**src/rtl/mouse_pkg.sv**
```systemverilog
`default_nettype none
// ============================================================================
//  Module      : mouse_pkg
//  Description : Shared types and constants for the PS/2 mouse packet
//                receiver: byte FSM states, byte0 bit positions, saturation
//                values and the axis assembly helper.
//  Revision    : 1.0 - initial release
// ============================================================================
package mouse_pkg;

    // Byte receiver states, one transition per filtered ps2_clk falling edge
    typedef enum logic [1:0] {
        RX_IDLE   = 2'd0,
        RX_DATA   = 2'd1,
        RX_PARITY = 2'd2,
        RX_STOP   = 2'd3
    } ps2_rx_state_e;

    // Stream-mode packet length and byte0 field positions
    localparam int PKT_LEN = 3;
    localparam int B0_L    = 0;
    localparam int B0_R    = 1;
    localparam int B0_M    = 2;
    localparam int B0_SYNC = 3;
    localparam int B0_XS   = 4;
    localparam int B0_YS   = 5;
    localparam int B0_XO   = 6;
    localparam int B0_YO   = 7;

    // Overflowed axes clamp to the extreme 9-bit two's-complement values
    localparam logic [8:0] POS_SAT = 9'h0FF;
    localparam logic [8:0] NEG_SAT = 9'h100;

    // Build one signed 9-bit axis from its sign bit, overflow flag and low byte
    function automatic logic [8:0] axis_value(input logic sign_bit,
                                              input logic ovf_bit,
                                              input logic [7:0] low_byte);
        logic [8:0] v;
        if (ovf_bit)
            v = sign_bit ? NEG_SAT : POS_SAT;
        else
            v = {sign_bit, low_byte};
        return v;
    endfunction

endpackage : mouse_pkg
`default_nettype wire

```
**src/rtl/ps2_rx_byte.sv**
```systemverilog
`default_nettype none
// ============================================================================
//  Module      : ps2_rx_byte
//  Description : PS/2 device-to-host byte receiver. Synchronises and
//                deglitches the raw lines, shifts in start/data/parity/stop
//                on filtered clock falling edges and aborts stalled
//                transfers after an idle timeout.
//  Revision    : 1.0 - initial release
// ============================================================================
module ps2_rx_byte
    import mouse_pkg::*;
#(
    parameter int FILTER_LEN     = 8,
    parameter int TIMEOUT_CYCLES = 128000
) (
    input  logic       clk_sys,
    input  logic       reset_n,
    input  logic       ps2_clk_in,
    input  logic       ps2_data_in,
    input  logic       pkt_busy,       // packet assembler is mid-packet
    output logic [7:0] byte_data,
    output logic       byte_valid,
    output logic       byte_err,
    output logic       timeout_abort
);

    localparam int c_filt_w = $clog2(FILTER_LEN + 1);
    localparam int c_to_w   = $clog2(TIMEOUT_CYCLES + 1);

    logic [1:0]          r_clk_sync;
    logic [1:0]          r_data_sync;
    logic [c_filt_w-1:0] r_filt_cnt;
    logic                r_clk_filt;
    logic                r_clk_filt_d;
    logic                w_fall;
    logic                w_data;

    ps2_rx_state_e       r_state;
    logic [7:0]          r_shift;
    logic [2:0]          r_bit_cnt;
    logic                r_parity;
    logic [c_to_w-1:0]   r_to_cnt;
    logic [7:0]          r_byte_data;
    logic                r_byte_valid;
    logic                r_byte_err;
    logic                r_timeout_abort;

    // Two-flop synchronisers; both lines idle high
    always_ff @(posedge clk_sys or negedge reset_n) begin
        if (!reset_n) begin
            r_clk_sync  <= 2'b11;
            r_data_sync <= 2'b11;
        end else begin
            r_clk_sync  <= {r_clk_sync[0], ps2_clk_in};
            r_data_sync <= {r_data_sync[0], ps2_data_in};
        end
    end

    // Filtered clock follows the line only after FILTER_LEN consecutive differing samples
    always_ff @(posedge clk_sys or negedge reset_n) begin
        if (!reset_n) begin
            r_filt_cnt   <= '0;
            r_clk_filt   <= 1'b1;
            r_clk_filt_d <= 1'b1;
        end else begin
            r_clk_filt_d <= r_clk_filt;
            if (r_clk_sync[1] == r_clk_filt) begin
                r_filt_cnt <= '0;
            end else if (r_filt_cnt == c_filt_w'(FILTER_LEN - 1)) begin
                r_clk_filt <= r_clk_sync[1];
                r_filt_cnt <= '0;
            end else begin
                r_filt_cnt <= r_filt_cnt + 1'b1;
            end
        end
    end

    assign w_fall = r_clk_filt_d & ~r_clk_filt;
    assign w_data = r_data_sync[1];

    // Byte FSM and idle timeout; a falling edge always takes priority over the timeout
    always_ff @(posedge clk_sys or negedge reset_n) begin
        if (!reset_n) begin
            r_state         <= RX_IDLE;
            r_shift         <= '0;
            r_bit_cnt       <= '0;
            r_parity        <= 1'b0;
            r_to_cnt        <= '0;
            r_byte_data     <= '0;
            r_byte_valid    <= 1'b0;
            r_byte_err      <= 1'b0;
            r_timeout_abort <= 1'b0;
        end else begin
            r_byte_valid    <= 1'b0;
            r_byte_err      <= 1'b0;
            r_timeout_abort <= 1'b0;
            if (w_fall) begin
                r_to_cnt <= '0;
                case (r_state)
                    RX_IDLE: begin
                        if (!w_data) begin
                            r_state   <= RX_DATA;
                            r_bit_cnt <= '0;
                        end
                    end
                    RX_DATA: begin
                        r_shift   <= {w_data, r_shift[7:1]};
                        r_bit_cnt <= r_bit_cnt + 1'b1;
                        if (r_bit_cnt == 3'd7)
                            r_state <= RX_PARITY;
                    end
                    RX_PARITY: begin
                        r_parity <= w_data;
                        r_state  <= RX_STOP;
                    end
                    RX_STOP: begin
                        // Odd parity across data+parity and a high stop bit
                        if ((^{r_parity, r_shift}) && w_data) begin
                            r_byte_data  <= r_shift;
                            r_byte_valid <= 1'b1;
                        end else begin
                            r_byte_err <= 1'b1;
                        end
                        r_state <= RX_IDLE;
                    end
                    default: r_state <= RX_IDLE;
                endcase
            end else if (r_to_cnt == c_to_w'(TIMEOUT_CYCLES)) begin
                // Counter parks at the limit while idle; restart it after an abort so
                // the assembler's index clear is seen before the next evaluation
                if ((r_state != RX_IDLE) || pkt_busy) begin
                    r_state         <= RX_IDLE;
                    r_timeout_abort <= 1'b1;
                    r_to_cnt        <= '0;
                end
            end else begin
                r_to_cnt <= r_to_cnt + 1'b1;
            end
        end
    end

    assign byte_data     = r_byte_data;
    assign byte_valid    = r_byte_valid;
    assign byte_err      = r_byte_err;
    assign timeout_abort = r_timeout_abort;

endmodule : ps2_rx_byte
`default_nettype wire

```
**src/rtl/ps2_mouse_packet_rx.sv**
```systemverilog
`default_nettype none
// ============================================================================
//  Module      : ps2_mouse_packet_rx
//  Description : Receive-only PS/2 mouse front end. Assembles 3-byte
//                stream-mode packets into saturated signed 9-bit deltas,
//                button levels and a per-packet toggle strobe.
//  Revision    : 1.0 - initial release
// ============================================================================
module ps2_mouse_packet_rx
    import mouse_pkg::*;
#(
    parameter int FILTER_LEN     = 8,
    parameter int TIMEOUT_CYCLES = 128000
) (
    input  logic       clk_sys,
    input  logic       reset_n,
    input  logic       ps2_clk_in,
    input  logic       ps2_data_in,
    output logic [8:0] mouse_x,
    output logic [8:0] mouse_y,
    output logic       mouse_left,
    output logic       mouse_right,
    output logic       mouse_middle,
    output logic       input_pulse,
    output logic       packet_err
);

    logic [7:0] w_byte_data;
    logic       w_byte_valid;
    logic       w_byte_err;
    logic       w_timeout_abort;
    logic       w_pkt_busy;

    logic [1:0] r_pkt_idx;
    logic [7:0] r_b0;
    logic [7:0] r_b1;
    logic [8:0] r_mouse_x;
    logic [8:0] r_mouse_y;
    logic       r_left;
    logic       r_right;
    logic       r_middle;
    logic       r_pulse;
    logic       r_packet_err;

    assign w_pkt_busy = (r_pkt_idx != 2'd0);

    ps2_rx_byte #(
        .FILTER_LEN     (FILTER_LEN),
        .TIMEOUT_CYCLES (TIMEOUT_CYCLES)
    ) u_rx_byte (
        .clk_sys       (clk_sys),
        .reset_n       (reset_n),
        .ps2_clk_in    (ps2_clk_in),
        .ps2_data_in   (ps2_data_in),
        .pkt_busy      (w_pkt_busy),
        .byte_data     (w_byte_data),
        .byte_valid    (w_byte_valid),
        .byte_err      (w_byte_err),
        .timeout_abort (w_timeout_abort)
    );

    // Packet index, holding registers and the output update on the third byte
    always_ff @(posedge clk_sys or negedge reset_n) begin
        if (!reset_n) begin
            r_pkt_idx    <= 2'd0;
            r_b0         <= '0;
            r_b1         <= '0;
            r_mouse_x    <= '0;
            r_mouse_y    <= '0;
            r_left       <= 1'b0;
            r_right      <= 1'b0;
            r_middle     <= 1'b0;
            r_pulse      <= 1'b0;
            r_packet_err <= 1'b0;
        end else begin
            r_packet_err <= 1'b0;
            if (w_timeout_abort || w_byte_err) begin
                r_pkt_idx    <= 2'd0;
                r_packet_err <= 1'b1;
            end else if (w_byte_valid) begin
                if (r_pkt_idx == 2'd0) begin
                    // Sync bit keeps the assembler aligned to header bytes
                    if (w_byte_data[B0_SYNC]) begin
                        r_b0      <= w_byte_data;
                        r_pkt_idx <= 2'd1;
                    end else begin
                        r_packet_err <= 1'b1;
                    end
                end else if (r_pkt_idx == 2'(PKT_LEN - 2)) begin
                    r_b1      <= w_byte_data;
                    r_pkt_idx <= 2'(PKT_LEN - 1);
                end else begin
                    r_mouse_x <= axis_value(r_b0[B0_XS], r_b0[B0_XO], r_b1);
                    r_mouse_y <= axis_value(r_b0[B0_YS], r_b0[B0_YO], w_byte_data);
                    r_left    <= r_b0[B0_L];
                    r_right   <= r_b0[B0_R];
                    r_middle  <= r_b0[B0_M];
                    r_pulse   <= ~r_pulse;
                    r_pkt_idx <= 2'd0;
                end
            end
        end
    end

    assign mouse_x      = r_mouse_x;
    assign mouse_y      = r_mouse_y;
    assign mouse_left   = r_left;
    assign mouse_right  = r_right;
    assign mouse_middle = r_middle;
    assign input_pulse  = r_pulse;
    assign packet_err   = r_packet_err;

endmodule : ps2_mouse_packet_rx
`default_nettype wire

```
**config.mk**
```make
export PLATFORM = sky130hd
export DESIGN_NAME = ps2_mouse_packet_rx
export DESIGN_NICKNAME = d
export VERILOG_FILES = /design/src/rtl/mouse_pkg.sv /design/src/rtl/ps2_rx_byte.sv /design/src/rtl/ps2_mouse_packet_rx.sv
export SDC_FILE = /design/constraint.sdc
export NUM_CORES = 1
export LEC_CHECK = 0
export CORE_AREA = 2 2 87 89
export DETAILED_ROUTE_END_ITERATION = 7
export DIE_AREA = 0 0 89 91
export PLACE_DENSITY = 0.79
export SLEW_MARGIN = 20
export SYNTH_ARGS = -nofsm -noshare
export SYNTH_HDL_FRONTEND = slang
export SYNTH_SLANG_ARGS = --single-unit
```
**constraint.sdc**
```tcl
create_clock -name clk_sys -period 2.6 [get_ports clk_sys]
set_clock_uncertainty 0.2 [all_clocks]
set_input_delay 0.52 -clock clk_sys [delete_from_list [all_inputs] [get_ports clk_sys]]
set_output_delay 0.52 -clock clk_sys [all_outputs]
set_load 0.05 [all_outputs]
```
## Word-level counts from Yosys, hierarchy flattened

Cells that the tools add are included.

- Bits in registers: 93
- Bits in latches: 0
- RAM bits: 0
- ROM bits: 0
- Bits of input ports: 4
- Output and inout bits: 23
- Memories kept: 0

- $add $sub $neg: 3
- Multiply operators: 0
- Divide/modulo/power cells: 0
- $lt $le $gt $ge: 0
- Equal/unequal tests: 13
- Shift-type cells: 0
- Multiplexer cells: 35
- Bitwise logic cells: 7
- Reduce and logical (&&, ||, !) cells: 22

Operators by type and width:

| cell | number |
|---|---|
| 2-to-1 mux 17 bit | 3 |
| 2-to-1 mux 9 bit | 4 |
| 2-to-1 mux 2 bit | 10 |
| adder 17 x 1 -> 17 bit (second input constant) | 1 |
| == test 17 bit (second input constant) | 1 |
| AND reduction 4 bit | 4 |
| 2-to-1 mux 1 bit | 13 |
| nonzero test 2 bit | 6 |
| XOR reduction 9 bit | 1 |
| 2-to-1 mux 4 bit | 2 |
| one-hot mux 2 bit (4 select lines) | 1 |
| AND reduction 2 bit | 4 |
| != test 3 x 2 -> 1 bit (second input constant) | 2 |
| != test 3 bit (second input constant) | 2 |
| NOT 1 bit | 6 |
| one-hot mux 3 bit (2 select lines) | 1 |
| AND reduction 3 bit | 2 |
| adder 4 x 1 -> 4 bit (second input constant) | 1 |
| == test 2 x 1 -> 1 bit (second input constant) | 2 |
| == test 2 bit (second input constant) | 2 |
| == test 4 x 3 -> 1 bit (second input constant) | 1 |
| zero test 2 bit | 2 |
| adder 3 x 1 -> 3 bit (second input constant) | 1 |
| == test 3 bit (second input constant) | 1 |
| 6 further kinds | 7 |

## Longest topological paths before layout

- Depth after elaboration: 5
- Gate-level depth with buffers: 6
- Gate-level depth less buffers: 6

## Cells and area by module

A second synthesis with hierarchy kept.

- Cells, all modules: 344
- Area, all modules: 3,968.8 um2

Modules (own cells, without submodules):

| module | times used | cells each | area each (um2) | seq. area each (um2) |
|---|---|---|---|---|
| ps2_rx_byte | 1 | 201 | 2,359.8 | 1,308.8 |
| ps2_mouse_packet_rx | 1 | 143 | 1,609.0 | 1,001.0 |

## Least setup slack after synthesis

Ideal clock, no wire load.

- Path type: reg-to-reg
- Start: reg u_rx_byte.r_to_cnt[0]
- End: reg u_rx_byte.r_state[0]
- Library setup time: 0.122 ns
- Data arrival time: 1.987 ns
- Setup slack: 0.291 ns
- Stages on the path, launching flop included: 7
- Path buffers: 0
- Cells stage by stage: dfrtp_1 inv_1 ha_1 or4b_1 o41ai_4 o221ai_2 a32o_1

- Word-level cells in the longest chain between the ends: 3

Ends and longest elaborated chain:

| item | RTL line | RTL |
|---|---|---|
| start: declaration | ps2_rx_byte.sv:42 | `logic [c_to_w-1:0] r_to_cnt;` |
| start signal: assignment | ps2_rx_byte.sv:137 | `r_to_cnt <= r_to_cnt + 1'b1;` |
| == test 17 bit | ps2_rx_byte.sv:128 | `end else if (r_to_cnt == c_to_w'(TIMEOUT_CYCLES)) begin` |
| nonzero test 2 bit (no source line) | n/a |  |
| AND reduction 4 bit (no source line) | n/a |  |
| end signal: assignment | ps2_rx_byte.sv:124 | `r_state <= RX_IDLE;` |
| end signal: assignment | ps2_rx_byte.sv:126 | `default: r_state <= RX_IDLE;` |
| end signal: assignment | ps2_rx_byte.sv:132 | `r_state <= RX_IDLE;` |
| end: declaration | ps2_rx_byte.sv:38 | `ps2_rx_state_e r_state;` |

No other way between the ends.
A chain may end at the register's enable or synchronous reset.

## Worst setup path in the final report

- Start: reg u_rx_byte.r_to_cnt[0]
- End: reg u_rx_byte.r_to_cnt[14]

- Word-level cells in the longest chain between the ends: 3
- Elaborated cells between the ends (all ways): 5
- Classes of those cells: add/sub: 1; eq/ne: 2; mux: 2

Ends and longest elaborated chain:

| item | RTL line | RTL |
|---|---|---|
| adder 17 x 1 -> 17 bit or == test 17 bit (tied branches) | ps2_rx_byte.sv:137, ps2_rx_byte.sv:128 |  |
| 2-to-1 mux 17 bit | ps2_rx_byte.sv:128 |  |
| 2-to-1 mux 17 bit | ps2_rx_byte.sv:97 | `if (w_fall) begin` |

Parallel ways exist; a longest one is shown, timed or not.

==> results.toml <==
[logic_synthesis]
synth_xor_area_share_pct = 4.85
synth_warnings = 0
synth.distinct_cells = 43
synthSimpleGateAreaFrac_pct = 11.4
syn-mean-instance-area_um2 = 12.1
synth.cell_area_mm2 = 0.00400
yosys.area_share.adder_pct = 3.13
synth_compound_area_share_pct = 9.48
synth_edf_count = 0
ys_dominant_reg_cell = "dfrtp_1"
synthCells = 331
syn_nets = 345
ys_seq_area_share_pct = 57.7
yosys_register_bits = 92
synth_mux_area_share_pct = 11.5
ys_async_sr_fraction_pct = 100
synth_top_family_by_area = "multiplexers"

[placed_design]
gp_congestion = 0.840
placed_cell_area_mm2 = 0.00443
placed_cells = 458
port_buffers = 26
place_ws_ns = 0.0450
hpwlAfterDp_um = 4790

[pwr]
power_leakage_nw = 2.19
swShare_pct = 30.3
clkPwrFrac_pct = 27.9
p_switching_mw = 0.969
irDropWorstVdd_mv = 0.362
intPower_mw = 2.23
power.share.combinational_pct = 19.1
power.total_mw = 3.20
powerDensity_mw_per_mm2 = 692
power_frac_seq_pct = 53.0

[clock_tree]
cts_buffers = 9
path_clk_slew_ns = 0.09
htreeDepth = 3
clock-sinks = 92
cts_buffer_depth = 2
clock-root-buffer = "clkbuf_8"
cts_resized = 0
cts_tree = "done"
clk_latency_ns = 0.36

[drt]
viasPerCell = 5.53
route.met3.wl_um = 219
met2_length_um = 3530
drcViolationCount = 0
wl_met1_um = 3050
drt_first_pass_iters = 4
maxUsedRoutingLayer = "met4"
vias = 2631
drt_iter0_drc = 152
postRouteAntennaNets = 0
wire_per_inst_um = 14.5
wl_um = 6880

[global_routing]
grt_max_degree = 43
grt_pass1_vias = 2578
track_usage_pct = 18.8
grt_pass1_wl_um = 11800
grt_antenna_before_repair = 0
overflow = 0

[cells_and_area]
area_growth_pct = 15.7
layout-drive-gt1-share_pct = 19.9
fin_util_pct = 64.9
nNetsFinal = 386
num_antenna_cells = 0
final_cells = 476
fin_area_mm2 = 0.00463

[floorplanning]
ios = 27
core_area_mm2 = 0.00714
start_util_pct = 56.0
die_y_um = 91
die_area_mm2 = 0.00810
die_w_um = 89
rows = 31

[sta]
fin_crit_sh_pct = 92.4
setup-violations-final = 0
fin_hold_ws_ns = 0.155
maxSlewViolCount = 0
hold_viol_final = 0
max_slew_margin_pct = 53.6
fin_setup_tns_ns = 0
period_needed_ns = 2.40
worst_slack_ns = 0.198
tightest_slew_ns = 0.692
clock.fmax_mhz = 416

[status]
status = "finished, final reports clean"

[job]
maxCapViolCount = 0

[setup_path]
crit_type = "flip-flop to flip-flop"
cp.required_ns = 2.67
worstSetupStartpointType = "flip-flop"
arrival_ns = 2.47
worst-path-max-fanout = 8
end_kind = "flip-flop"

[hold_path]
hold_path_class = "flip-flop to flip-flop"
==> final timing paths <==
| kind | end | startpoint | slack [ns] | depth (start not counted) |
|---|---|---|---|---|
| min in group asynchronous | mouse_y[1] | reset_n | 0.47 | 2 |
| setup / recovery | u_rx_byte.r_to_cnt[14] | u_rx_byte.r_to_cnt[0] | 0.20 | 7 |
| max in group asynchronous | u_rx_byte.r_data_sync[0] | reset_n | 1.09 | 3 |
| hold / removal | u_rx_byte.r_data_sync[1] | u_rx_byte.r_data_sync[0] | 0.16 | 0 |
| hold reg to reg | u_rx_byte.r_data_sync[1] | u_rx_byte.r_data_sync[0] | 0.16 | 0 |
| setup reg to reg | u_rx_byte.r_to_cnt[14] | u_rx_byte.r_to_cnt[0] | 0.20 | 7 |
==> per-layer routing <==
metal	track usage, %	vias to the layer above
met1	23.8	1311
met2	31.2	49
met5	0	-
li1	-	1264
met3	3.27	7
met4	8.21	0
==> power by group through the flow <==
stage / Sequential (mW) / Combinational (mW) / Clock (mW)
6_report: 1.70 / 0.611 / 0.893
5_1_grt: 1.72 / 0.696 / 0.971
4_1_cts: 1.70 / 0.620 / 0.919
3_5_place_dp: 1.72 / 0.613 / 0
3_3_place_gp: 1.71 / 0.590 / 0
2_1_floorplan: 1.69 / 0.473 / 0
==> placed cells by master, fill, tap and decap left out, types with 6 or more instances in the layout <==
cell | netlist | final
dfrtp_1 | 86 | 86
a21oi_1 | 38 | 38
mux2_2 | 37 | 37
nor2_1 | 31 | 31
clkdlybuf4s50_1 | 0 | 25
inv_1 | 12 | 12
xnor2_1 | 12 | 12
nand2_1 | 12 | 12
ha_1 | 10 | 10
clkbuf_8 | 0 | 10
buf_4 | 0 | 9
o21ai_0 | 8 | 8
nor3_1 | 7 | 7
nand3_1 | 6 | 6
nand4_1 | 6 | 6
dfstp_2 | 6 | 6
==> synth_stat cells (3+ instances only) <==
| master | number | area (um^2) |
|---|---|---|
| a21oi_1 | 38 | 190 |
| and3_1 | 3 | 18.8 |
| and4_1 | 3 | 26.3 |
| clkbuf_1 | 5 | 18.8 |
| dfrtp_1 | 86 | 2150 |
| dfstp_2 | 6 | 158 |
| ha_1 | 10 | 125 |
| inv_1 | 12 | 45.0 |
| mux2_2 | 37 | 417 |
| nand2_1 | 12 | 45.0 |
| nand2b_1 | 5 | 31.3 |
| nand3_1 | 6 | 30.0 |
| nand4_1 | 6 | 37.5 |
| nor2_1 | 31 | 116 |
| nor2b_1 | 3 | 18.8 |
| nor3_1 | 7 | 35.0 |
| nor4_1 | 5 | 31.3 |
| o21ai_0 | 8 | 40.0 |
| or4b_1 | 3 | 30.0 |
| xnor2_1 | 12 | 105 |
| xor2_1 | 5 | 43.8 |
==> cell families after synthesis <==
kind of cell | Yosys count
multiplexers | 40
flip-flops | 92
adder cells (fa/ha/maj) | 10
AO/OA/AOI/OAI | 61
buffers and inverters | 20
XOR/XNOR | 19
AND/OR/NAND/NOR | 89
==> state kept, by name (all words and copies together), names as in the netlist, 3 cells and up <==
signal / flops
mouse_x: 9
mouse_y: 9
r_b0: 7
r_b1: 8
u_rx_byte.byte_data: 8
u_rx_byte.r_bit_cnt: 3
u_rx_byte.r_filt_cnt: 4
u_rx_byte.r_shift: 8
u_rx_byte.r_to_cnt: 17
==> worst max-delay path, cell delays in order (launching register included) <==
cell      delay, ns
dfrtp_1        0.43
inv_1          0.11
ha_1           0.14
or4b_1         0.50
nor4_1         0.41
nand4_1        0.15
buf_4          0.20
a211oi_1       0.19
==> area by class of cell <==
class                      instances  area, um^2
clock inverter                     6        43.8
sequential                        92        2310
tap                               99         124
multi-input combinational        219        1610
timing repair buffer              36         348
inverter                          14        52.6
clock buffer                      10         138
fill                             575        2510
==> repair_timing <==
item,in CTS,in global routing
setup buffers,0,1
setup endpoints to repair,0,8
endpoints found under the hold margin,40,0
hold buffers,1,0
No activity file was read; power rests on OpenSTA's default activity.
